`src/rtl/des_out_fifo.sv`:
```
// Output FIFO for DES core result words: first-word-fall-through, no backpressure
// toward the core, words arriving while full are dropped and counted.
module des_out_fifo #(
    parameter int DEPTH = 16,
    parameter int AW    = 4
) (
    input  logic          clk_i,
    input  logic          reset_i,
    input  logic          valid_i,
    input  logic [0:63]   data_i,
    input  logic          accept_i,
    input  logic          clear_i,
    output logic          valid_o,
    output logic [0:63]   data_o,
    output logic          empty_o,
    output logic          full_o,
    output logic [AW:0]   count_o,
    output logic          overflow_o,
    output logic [7:0]    drop_cnt_o
);

    localparam logic [AW:0] DEPTH_C = (AW+1)'(DEPTH);

    logic [0:63]   mem [DEPTH];
    logic [AW-1:0] wr_ptr;
    logic [AW-1:0] rd_ptr;
    logic [AW:0]   count;
    logic          overflow;
    logic [7:0]    drop_cnt;
    logic          pop;
    logic          wr_en;
    logic          drop;

    // Full/empty come from the occupancy count, so equal pointers are never ambiguous.
    assign empty_o = (count == '0);
    assign full_o  = (count == DEPTH_C);
    assign valid_o = ~empty_o;

    assign pop   = valid_o & accept_i;
    assign wr_en = valid_i & (~full_o | pop);
    assign drop  = valid_i & full_o & ~pop;

    always_ff @(posedge clk_i or negedge reset_i) begin
        if (!reset_i) begin
            wr_ptr <= '0;
            rd_ptr <= '0;
            count  <= '0;
        end else begin
            if (wr_en) wr_ptr <= wr_ptr + AW'(1);
            if (pop)   rd_ptr <= rd_ptr + AW'(1);
            case ({wr_en, pop})
                2'b10:   count <= count + (AW+1)'(1);
                2'b01:   count <= count - (AW+1)'(1);
                default: count <= count;
            endcase
        end
    end

    // Storage is deliberately not reset; it is unobservable while empty.
    always_ff @(posedge clk_i) begin
        if (wr_en) mem[wr_ptr] <= data_i;
    end

    // A drop in the same cycle as a clear wins over the clear.
    always_ff @(posedge clk_i or negedge reset_i) begin
        if (!reset_i) begin
            overflow <= 1'b0;
            drop_cnt <= '0;
        end else if (clear_i) begin
            overflow <= drop;
            drop_cnt <= drop ? 8'd1 : 8'd0;
        end else if (drop) begin
            overflow <= 1'b1;
            if (drop_cnt != 8'hFF) drop_cnt <= drop_cnt + 8'd1;
        end
    end

    assign data_o     = empty_o ? '0 : mem[rd_ptr];
    assign count_o    = count;
    assign overflow_o = overflow;
    assign drop_cnt_o = drop_cnt;

endmodule

```
`config.mk`:
```
export PLATFORM = sky130hd
export DESIGN_NAME = des_out_fifo
export DESIGN_NICKNAME = d
export VERILOG_FILES = /design/src/rtl/des_out_fifo.sv
export SDC_FILE = /design/constraint.sdc
export NUM_CORES = 1
export LEC_CHECK = 0
export BUFFER_PORTS_ARGS = -buffer_cell sky130_fd_sc_hd__buf_2
export CAP_MARGIN = 20
export CORE_MARGIN = 4
export CORE_UTILIZATION = 35
export CTS_BUF_LIST = sky130_fd_sc_hd__clkbuf_16
export DETAILED_ROUTE_END_ITERATION = 16
export PLACE_DENSITY = 0.58
export SKIP_CTS_REPAIR_TIMING = 1
export SYNTH_ARGS = -nofsm -noshare
export SYNTH_HDL_FRONTEND = slang
export SYNTH_SLANG_ARGS = --single-unit
```
`constraint.sdc`:
```
create_clock -name clk_i -period 5.65 [get_ports clk_i]
set_clock_uncertainty 0.1 [all_clocks]
set_input_delay 1.13 -clock clk_i [delete_from_list [all_inputs] [get_ports clk_i]]
set_output_delay 1.13 -clock clk_i [all_outputs]
set_load 0.1 [all_outputs]
```
Yosys cells after proc, flatten, opt, wreduce, memory -nomap -nowiden
Memories as Yosys holds them, arrays and structs flattened.
Cells that the tools add are included.
{"block": "totals", "ff_bits": 22, "ramBits": 1024, "out_inout_bits": 81, "wordCells": 38, "mem_count": 1}
{"memory": "mem", "depth": 16, "width": 64, "rd": 1, "rd_ports_with_merged_regs": 0, "write_ports": 1, "line": "24", "source": "logic [0:63] mem [DEPTH];"}
{"block": "op_classes", "n_addsub": 5, "n_eq_ne": 4, "muxes": 10, "bitwise_logic": 8, "reduce_logical": 5}
{"cell": "$mux 64", "count": 1}
{"cell": "$mux 8", "count": 3}
{"cell": "$pmux 5 s2", "count": 1}
{"cell": "$add 4x1->4 const B", "count": 2}
{"cell": "$add 8x1->8 const B", "count": 1}
{"cell": "$ne 8x8->1 const B", "count": 1}
{"cell": "$reduce_bool 2->1", "count": 3}
{"cell": "$add 5x1->5 const B", "count": 1}
{"cell": "$eq 5x5->1 const B", "count": 1}
{"cell": "$logic_not 5->1", "count": 1}
{"cell": "$mux 1", "count": 5}
{"cell": "$sub 5x1->5 const B", "count": 1}
{"cell": "$and 1x1->1", "count": 4}
{"cell": "$not 1->1", "count": 3}
{"cell": "$eq 2x1->1 const B", "count": 1}
{"cell": "$eq 2x2->1 const B", "count": 1}
{"cell": "$reduce_and 2->1", "count": 1}
{"cell": "$or 1x1->1", "count": 1}

Logic depth before layout (Yosys ltp)
{"block": "logic_depth", "depth_word": 7, "mapped_depth": 13}

Worst setup path after synthesis
OpenSTA, ideal clock, no wires.
{"block": "synth_path", "kind": "register to register", "start": "reg count[2], in the netlist count_o[2]", "end": "mem mem[0][0] (netlist bit), enable pin", "setup_ps": 565, "t_arrival_ps": 6146, "t_required_ps": 4985, "setup_slack_ps": -1160, "path_stages_with_launch": 7, "path_buffers": 2, "synth_period_minus_slack_ps": 6810, "path_cell_list": "dfrtp_1 > buf_2 > or4_4 > o31a_1 > buf_2 > nand2_1 > nor3_1"}
{"block": "synth_between", "elab_chain_len": 7}
{"item": "from (decl)", "line": "27", "source": "logic [AW:0] count;"}
{"item": "from (signal assigned)", "line": "52", "source": "2'b10: count <= count + (AW+1)'(1);"}
{"item": "from (signal assigned)", "line": "53", "source": "2'b01: count <= count - (AW+1)'(1);"}
{"item": "from (signal assigned)", "line": "54", "source": "default: count <= count;"}
{"item": "$logic_not 5->1", "line": "35", "source": "assign empty_o = (count == '0);"}
{"item": "$not 1->1", "line": "37", "source": "assign valid_o = ~empty_o;"}
{"item": "$and 1x1->1", "line": "39", "source": "assign pop = valid_o & accept_i;"}
{"item": "$or 1x1->1 *", "line": "40", "source": "assign wr_en = valid_i & (~full_o | pop);"}
{"item": "$and 1x1->1 *", "line": "40"}
{"item": "$mux 1 *", "line": "61", "source": "if (wr_en) mem[wr_ptr] <= data_i;"}
{"item": "$mux 1 (not written as such) *", "line": "61"}
{"item": "to (decl)", "line": "24"}
Every way passes the cells marked *; elsewhere a longest branch is shown, timed or not.

Final worst setup path
{"block": "layout_path", "start": "reg rd_ptr[0]", "end": "out data_o[47] (netlist bit)"}
{"block": "layout_between", "elab_chain_len": 2}
{"item": "from (decl)", "line": "26", "source": "logic [AW-1:0] rd_ptr;"}
{"item": "from (signal assigned)", "line": "50", "source": "if (pop) rd_ptr <= rd_ptr + AW'(1);"}
{"item": "$mem_v2 16x64"}
{"item": "$mux 64", "line": "78", "source": "assign data_o = empty_o ? '0 : mem[rd_ptr];"}
{"item": "to (decl)", "line": "14", "source": "output logic [0:63] data_o,"}
No other way between the ends.

==> summary.md <==
| Metric | Value |
|---|---|
| Status | finished clean |
| CP max-delay cell | dfrtp_4 |
| Synth unique cells | 53 |
| Critical path required time | 4.42 ns |
| # IOs | 150 |
| CP endpoint kind | output port |
| Post-synth top area share | 0.749 |
| Critical path arrival | 3.78 ns |
| DRC Markers | 0 |
| Slew margin rel. | 0.309 |
| TritonRoute pass-1 iters | 5 |
| Grt ovf | 0 |
| Initial core utilization | 0.353 |
| CTS Sinks | ~1.0k |
| First-pass GRT wire length | 145000 um |
| Clk_lat worst skew | 0.70 ns |
| Post-route ant nets | 0 |
| Worst-path cell chain | buf_12 > mux4_2 > mux2i_1 > o22ai_1 > buf_2 |
| GPL Wtd Cong | 0.730 |
| Area of the mapped netlist | slightly above 40000 um2 |
| Avg Cell Area, Syn | 21.6 um2 |
| Synth-to-layout area growth | 16.4% |
| Yosys reg bits | 1046 |
| CTS root buffer | clkbuf_16 |
| Setup-failing EPs final | 0 |
| Post-synthesis compound-gate area fraction | 0.0315 |
| CP max stage delay | 1.02 ns |
| Critical path type | flop to output port |
| Critical Path Sink | data_o[47] |
| Worst min path class | input pin to async pin |
| Max Clock Freq | around 200 MHz |
| Reg2Reg Setup Slack | 2.07 ns |
| Die ar. | around 120000 um2 |
| Register area share after synthesis | 0.762 |
| CP startpoint | rd_ptr[0] |
| Largest net degree at the start of global routing | between 90 and 100 |
| RSZ-0062 raised after global routing | no |
| Layout fillers | 10.2k |
| Port Buf Inserts | around 150 |
| Setup TNS after final layout | 0 ns |
| Post-synth EDFFs | 1024 |
| Clock tree buffer depth | 3 |
| Overall Power | 28.0 mW |
| XOR/XNOR Fraction of Synth Area | 0.00213 |
| Layout net count | 2197 |
| Synth cell count leaders | edfxtp_1 (1024), mux4_2 (216), mux2i_1 (132) |
| Asr flop ratio synth | 0.0210 |
| Cell leakage power | 15.7 nW |
| R2R depth | 10 |
| GRT Resource Usage Total | 0.160 |
| H-Tree Depth | 3 |
| Worst-Margin Slew | 1.04 ns |
| Post-synth net total | 1984 |
| Dominant synthesized flop cell | edfxtp_1 |
| Worst r2r src | count_o[1] |
| DR vias/cell | 5.30 |
| Startpoint types | flop |
| Largest area contributor in the netlist | edfxtp_1 |
| Reg clk slew, reported paths | 0.06 ns |
| WL per Instance | 26.2 um |
| Core Footprint | roughly 120000 um2 |
| Post-layout minimum cycle time | 5.01 ns |
| Dominant cell by count in the synthesized netlist | edfxtp_1 |
| Largest family of logic cells by synthesized area | multiplexers |
| Post-Synthesis Cells | 1905 |
| Post-synthesis adder-cell area fraction | 0.00305 |
| Via count of the routed design | 19.8k |
| Die height | 351 um |
| Mux contribution to synthesized area | 0.171 |
| Final HPWL DP | about 53000 um |
| Initial antenna violation count | 18 |
| Post-synthesis simple-gate area fraction | 0.0110 |
| Cell area power density | 586 nW/um2 |
| Vias in the first global route | between 20k and 25k |
| Max Slew Vio Count | 0 |
| Layout cell share with drive strength beyond 1 | 0.318 |
| DR iter-0 viols | 1899 |
| Post-Route WL | 98100 um |
| # rows | 125 |
| Crit path max fanout | 48 |
| Syn. warnings | 0 |
| Peak supply drop | ~0.47 mV |
| CTS Buf Count | 110 |
| Hold Vio Cnt, Final | 0 |
| Max_cap viols | 0 |
| CTS tree | built |
| Die X | 351 um |
| Synth top area cells | edfxtp_1 (75%), mux4_2 (12%), mux2i_1 (3.2%) |
| Reg2Reg Capture Point | count_o[4] |
| Tcrit/Tclk final | 0.886 |
==> cells by family (layout without fill, tap and decap cells) <==
logic type,count (synthesis),count (layout)
adders and majority gates,10,10
muxes,424,424
other,0,7
AOI/OAI and AO/OA,175,175
DFF,1046,1046
and+or+nand+nor,81,81
buffers and inverters,159,467
xor gates and xnor gates,10,10
==> where the power goes <==
part / switching, mW / total [mW] / leakage (nW) / internal [mW]
Combinational: 7.62 / 10.9 / 4.29 / 3.29
Clock: 3.05 / 7.31 / 1.84 / 4.27
Sequential: 0.458 / 9.79 / 9.53 / 9.33
Total: 11.1 / 28.0 / 15.7 / 16.9
==> how the worst min path moves through the flow <==
stage / cells past startpoint / slack (ns) / end
4_1_cts: 1 / 0.30 / count_o[2]
6_report: 1 / 0.33 / count_o[2]
3_5_place_dp: 2 / 0.42 / overflow_o
5_1_grt: 1 / 0.34 / wr_ptr[3]
3_3_place_gp: 2 / 0.41 / overflow_o
2_1_floorplan: 2 / 0.48 / rd_ptr[1]
==> per-stage QoR <==
stage,instances,worst slack (ns),cell area [um2],hold WS (ns),util
after floorplan,1905,0.144,41100,0.484,-
after global placement,3529,1.32,44000,0.407,0.378
after detailed placement,3530,1.32,44000,0.423,0.379
after CTS,3737,0.550,47800,0.303,0.411
after global routing,3737,0.469,47800,0.341,0.411
final,3744,0.644,47800,0.331,0.411
==> layout make-up <==
type	count	area, um2	share of cell area
Tap cell	1524	1910	0.0399
Clock buffer	112	2800	0.0586
Antenna cell	7	17.5	0.000366
Clock inverter	95	938	0.0196
Timing Repair Buffer	213	1490	0.0311
Sequential cell	1046	31300	0.655
Inverter	47	176	0.00369
Multi-Input combinational cell	700	9160	0.192
==> routing by layer <==
| metal | global-route usage | part of all wire |
|---|---|---|
| met3 | 0.0279 | 0.052 |
| met2 | 0.263 | 0.49 |
| met1 | 0.221 | 0.44 |
| met4 | 0.0446 | 0.023 |
| met5 | 0 | 0.00059 |
==> placed cells by master, fill, tap and decap left out, types with 5 or more instances in the layout <==
cell,netlist,layout
edfxtp_1,1024,1024
mux4_2,216,216
buf_2,50,149
mux2i_1,132,132
clkbuf_16,0,112
mux2_2,76,76
o22ai_1,62,62
inv_1,47,60
buf_4,14,43
a211oi_1,39,38
a221o_1,37,37
clkinv_1,0,25
buf_12,0,21
dfrtp_1,22,19
clkinv_2,0,18
bufinv_16,0,14
clkinvlp_4,0,13
nor2_4,0,12
nand2_1,13,12
a21oi_1,12,12
ha_1,10,10
nor2_1,21,9
o21ai_0,8,8
diode_2,0,7
nor2b_1,8,7
xnor2_1,6,6
nand3_1,5,5
==> flip-flops by register name, indices dropped and copies added (netlist names) <==
signal	cells
count_o	5
drop_cnt_o	8
mem	1024
overflow_o	1
rd_ptr	4
wr_ptr	4
==> worst max-delay path: cells and delay by family (launching register included) <==
kind                   cells  cell delay (ns)
muxes                      2             0.95
DFF                        1             1.02
buffers and inverters      2             0.73
AOI/OAI and AO/OA          1             0.26
Note: power is estimated with default switching activity, not from simulation.
